--- config.mk ---
export PLATFORM = sky130hd
export DESIGN_NAME = icache_mem_ctrl
export DESIGN_NICKNAME = d
export VERILOG_FILES = /design/src/rtl/icache_mem_ctrl.sv
export SDC_FILE = /design/constraint.sdc
export NUM_CORES = 2
export LEC_CHECK = 0
export ABC_CLOCK_PERIOD_IN_PS = 6400
export CORE_MARGIN = 5
export CORE_UTILIZATION = 50
export DETAILED_ROUTE_END_ITERATION = 7
export PLACE_DENSITY_LB_ADDON = 0.3
export SLEW_MARGIN = 10
export SYNTH_ARGS = -nofsm -noshare
export SYNTH_HDL_FRONTEND = slang
export SYNTH_SLANG_ARGS = --single-unit
--- constraint.sdc ---
create_clock -name clock -period 6.4 [get_ports clock]
set_input_delay 1.28 -clock clock [delete_from_list [all_inputs] [get_ports clock]]
set_output_delay 1.28 -clock clock [all_outputs]
set_load 0.02 [all_outputs]
--- src/rtl/icache_mem_ctrl.sv ---
// Direct-mapped instruction cache: combinational hit path plus a blocking
// single-miss fill controller on the Icache port of the memory arbiter.
`ifndef XLEN
`define XLEN 32
`endif

module icache_mem_ctrl #(
  parameter int NUM_LINES = 32
) (
  input  logic              clock,
  input  logic              reset,
  input  logic [`XLEN-1:0]  proc2Icache_addr,
  input  logic              proc2Icache_valid,
  output logic [63:0]       Icache_data_out,
  output logic              Icache_valid_out,
  output logic [`XLEN-1:0]  Icache2mem_addr,
  output logic [1:0]        Icache2mem_command,
  input  logic [3:0]        mem2Icache_response,
  input  logic [3:0]        mem2Icache_tag,
  input  logic [63:0]       mem2Icache_data
);

  localparam int IDX_BITS = $clog2(NUM_LINES);
  localparam int TAG_BITS = `XLEN - 3 - IDX_BITS;
  localparam logic [1:0] BUS_NONE = 2'h0;
  localparam logic [1:0] BUS_LOAD = 2'h1;

  typedef enum logic [1:0] {IDLE, REQ, WAIT} state_t;

  state_t               state_reg, state_next;
  logic [`XLEN-4:0]     miss_line_reg, miss_line_next;
  logic [3:0]           saved_tag_reg, saved_tag_next;

  logic [63:0]          line_data [NUM_LINES];
  logic [TAG_BITS-1:0]  line_tag  [NUM_LINES];
  logic [NUM_LINES-1:0] line_valid_reg;
  logic [NUM_LINES-1:0] line_we;

  logic [IDX_BITS-1:0]  fetch_idx, miss_idx;
  logic [TAG_BITS-1:0]  fetch_tag, miss_tag;
  logic                 hit, fill_en;
  logic                 unused_addr_bits;

  assign unused_addr_bits = ^proc2Icache_addr[2:0];

  assign fetch_idx = proc2Icache_addr[3 +: IDX_BITS];
  assign fetch_tag = proc2Icache_addr[`XLEN-1 -: TAG_BITS];
  assign miss_idx  = miss_line_reg[IDX_BITS-1:0];
  assign miss_tag  = miss_line_reg[`XLEN-4 -: TAG_BITS];

  assign hit = proc2Icache_valid && line_valid_reg[fetch_idx] &&
               (line_tag[fetch_idx] == fetch_tag);
  assign Icache_valid_out = hit;
  assign Icache_data_out  = hit ? line_data[fetch_idx] : 64'd0;

  // Tag 0 means "no data this cycle"; other tags belong to the Dcache.
  assign fill_en = (state_reg == WAIT) && (mem2Icache_tag != 4'd0) &&
                   (mem2Icache_tag == saved_tag_reg);

  generate
    for (genvar gi = 0; gi < NUM_LINES; gi++) begin : g_line_we
      assign line_we[gi] = fill_en && (miss_idx == IDX_BITS'(gi));
    end
  endgenerate

  always_ff @(posedge clock) begin
    if (fill_en) begin
      line_data[miss_idx] <= mem2Icache_data;
      line_tag[miss_idx]  <= miss_tag;
    end
  end

  always_ff @(posedge clock or negedge reset) begin
    if (!reset) begin
      line_valid_reg <= '0;
    end else begin
      line_valid_reg <= line_valid_reg | line_we;
    end
  end

  always_ff @(posedge clock or negedge reset) begin
    if (!reset) begin
      state_reg     <= IDLE;
      miss_line_reg <= '0;
      saved_tag_reg <= 4'd0;
    end else begin
      state_reg     <= state_next;
      miss_line_reg <= miss_line_next;
      saved_tag_reg <= saved_tag_next;
    end
  end

  always_comb begin
    state_next     = state_reg;
    miss_line_next = miss_line_reg;
    saved_tag_next = saved_tag_reg;
    case (state_reg)
      IDLE: begin
        if (proc2Icache_valid && !hit) begin
          miss_line_next = proc2Icache_addr[`XLEN-1:3];
          state_next     = REQ;
        end
      end
      REQ: begin
        // A zero response is an arbiter rejection; the request is simply reissued.
        if (mem2Icache_response != 4'd0) begin
          saved_tag_next = mem2Icache_response;
          state_next     = WAIT;
        end
      end
      WAIT: begin
        if (fill_en) begin
          saved_tag_next = 4'd0;
          state_next     = IDLE;
        end
      end
      default: state_next = IDLE;
    endcase
  end

  always_comb begin
    Icache2mem_command = BUS_NONE;
    Icache2mem_addr    = '0;
    if (state_reg == REQ) begin
      Icache2mem_command = BUS_LOAD;
      Icache2mem_addr    = {miss_line_reg, 3'b000};
    end
  end

endmodule

==> results.toml <==
[global_routing]
grt_pass1_vias = 55857
antenna_found_initial = 23
grt_max_degree = 144
grt_first_pass_wirelength_um = 409000
grtUsageTotal_pct = 24.5
grt_overflow = 0

[clock_tree]
cts_tree = "yes"
cts_buffers = 303
cts.path.max_buffers = 4
cts-root-buf = "clkbuf_16"
clock_latency_ns = 0.94
postCtsHoldBufs = 0
clock_sinks = 2883
path_clk_slew_ns = 0.05
htreeDepth = 5

[routing]
ant_nets = 0
vias = 55448
wire_per_inst_um = 32.7
dr.pass1.iters = 6
via_per_inst = 6.37
drc = 0
wirelength_um = 285000
drt_iter0_drc = 7156

[placement]
gp_congestion = 0.821
port_buffers = 198
dpl.hpwl_um = 146000
dp_cells = 8182

[cells_and_area]
final_nets = 5619
layout_commonest_cell = "edfxtp_1"
syn_to_final_growth_pct = 15.5
largest_register_ffs = 2048
layout_common_cells = "edfxtp_1, mux4_2, clkbuf_16, buf_4, nand2_1"
drive_above_1_share_pct = 29.1
finalNonFillerCells = 8707

[synth]
synth_cells = 4974
synth_area_leader_cell = "edfxtp_1"
synthDistinctLibCells = 72
synth.area.mux_share_pct = 17.2
synth_flop_cell = "edfxtp_1"
synth-edff-count = 2816
synth_top_area_share_pct = 75.6
synth.avg_cell_area_sq_um = 22.5
yosys.area_share.simple_pct = 2.23
syn-cell-area_sq_um = 112000
synthTopCellsByArea = "edfxtp_1, mux4_2, dfrtp_1, mux2i_1, nand2_1"
synth_top_family_by_area = "multiplexers"
synthXorXnorAreaFrac_pct = 0.313
synth-compound-area-share_pct = 1.84
seq_area_frac_synth_pct = 77.1
yosys_warnings = 0
synthArstFlopShare_pct = 2.32
yosys.area_share.adder_pct = 0
ys_seq_elements = 2883

[critical_path]
cp.arrival_ns = 5.00
worstSetupPathType = "in -> out"
cp-end-kind = "output pin"
crit_fanout = 19
worstSetupStartpointType = "input pin"
worst-endpoint-required_ns = 5.12

[hold_path]
worstHoldPathType = "reg -> reg"

[timing]
fmax_ghz = 0.159
tightest_slew_ns = 1.28
setup-violations-final = 0
final.period_utilization_pct = 98.2
drv_slew = 0
relSlewSlack_pct = 15.0
clock-skew-final_ns = 0.0382
hold_viol = 0
rsz0062_at_grt = "false"
fin_crit_ns = 6.28

[power]
leakagePower_nw = 41.4
peakVddDrop_v = 0.000314
power_density_nw_per_um2 = 324
total_power_mw = 41.8

[floorplanning]
start_util_pct = 50.3
io_pins = 206
coreArea_sq_um = 222000
die_y_um = 483
fp.dieArea_sq_um = 233000
row_count = 173
die_width_um = 483

[flow_run]
drv_cap = 0

[outcome]
status = "completed"
## metrics by stage
step	utilization, %	setup WS (ns)	setup TNS, ns	hold WS [ns]	area (sq um)
4_1_cts	58.1	0.000878	0	0.465	129000
3_5_place_dp	54.0	-0.467	-12.49	0.450	120000
5_1_grt	58.1	0.00219	0	0.470	129000
2_1_floorplan	-	-0.297	-660.62	0.434	112000
3_3_place_gp	54.0	-0.423	-8.59	0.446	120000
6_report	58.1	0.116	0	0.462	129000
## layout make-up
cell class	instances	area, sq um
fill	15709	93100
sequential	2883	86200
multi-input combinational	1789	24400
clock buffer	358	7870
timing repair buffer	519	5450
tap	2975	3720
clock inverter	159	1370
inverter	16	72.6
antenna	8	20.0
## worst max-delay path: stages
cell             delay, ns
buf_8                 0.17
buf_12                0.23
buf_12                0.19
buf_4                 0.19
mux4_2                0.53
mux2i_2               0.21
o22ai_1               0.13
a21oi_2               0.26
buf_4                 0.19
xnor2_1               0.06
inv_1                 0.09
and4b_1               0.24
nand3_4               0.14
buf_12                0.19
buf_12                0.19
a21oi_1               0.25
clkdlybuf4s15_1       0.36
## routing by layer
layer / wire length (um) / global-route usage, %
met5: 55 / 0
met4: 7760 / 6.85
met3: 28700 / 4.69
met2: 137000 / 38.6
met1: 111000 / 35.8
## what timing repair did
action | 4_1_cts | 5_1_grt
pin swaps | 0 | 0
resized for setup | 55 | 18
buffers inserted | 0 | 0
endpoints found under the setup margin | 56 | 21
hold endpoints to repair | 0 | 0
## kinds of logic after synthesis
logic type,Yosys count
flops,2883
mux,930
simple gates,509
compound gates,306
buf+inv,305
xor+xnor,40
other cells,1
## power by group
group	internal (mW)	leakage (nW)	total (mW)	switching (mW)
Clock	9.67	4.51	16.6	6.92
Sequential	21.7	26.1	22.6	0.911
Combinational	1.16	10.7	2.57	1.41
Total	32.6	41.4	41.8	9.24
## cell usage after synthesis (all sizes together), types with 35 or more instances
cell type / number
nand3: 52
mux4: 787
nand2: 201
buf: 136
or2: 35
o21ai: 45
edfxtp: 2816
a21oi: 84
clkbuf: 153
nor2: 63
dfrtp: 67
mux2i: 115
## final timing paths
check	from	to	slack (ns)	depth (start not counted)
min in group asynchronous	reset	state_reg[1]	0.59	2
min	line_valid_reg[17]	line_valid_reg[17]	0.46	1
max reg2reg	state_reg[0]	line_data[29][5]	2.48	6
min reg2reg	line_valid_reg[17]	line_valid_reg[17]	0.46	1
max in group asynchronous	reset	miss_line_reg[7]	5.19	2
max	proc2Icache_addr[3]	Icache_data_out[6]	0.12	17
Note: power is estimated with default switching activity, not from simulation.
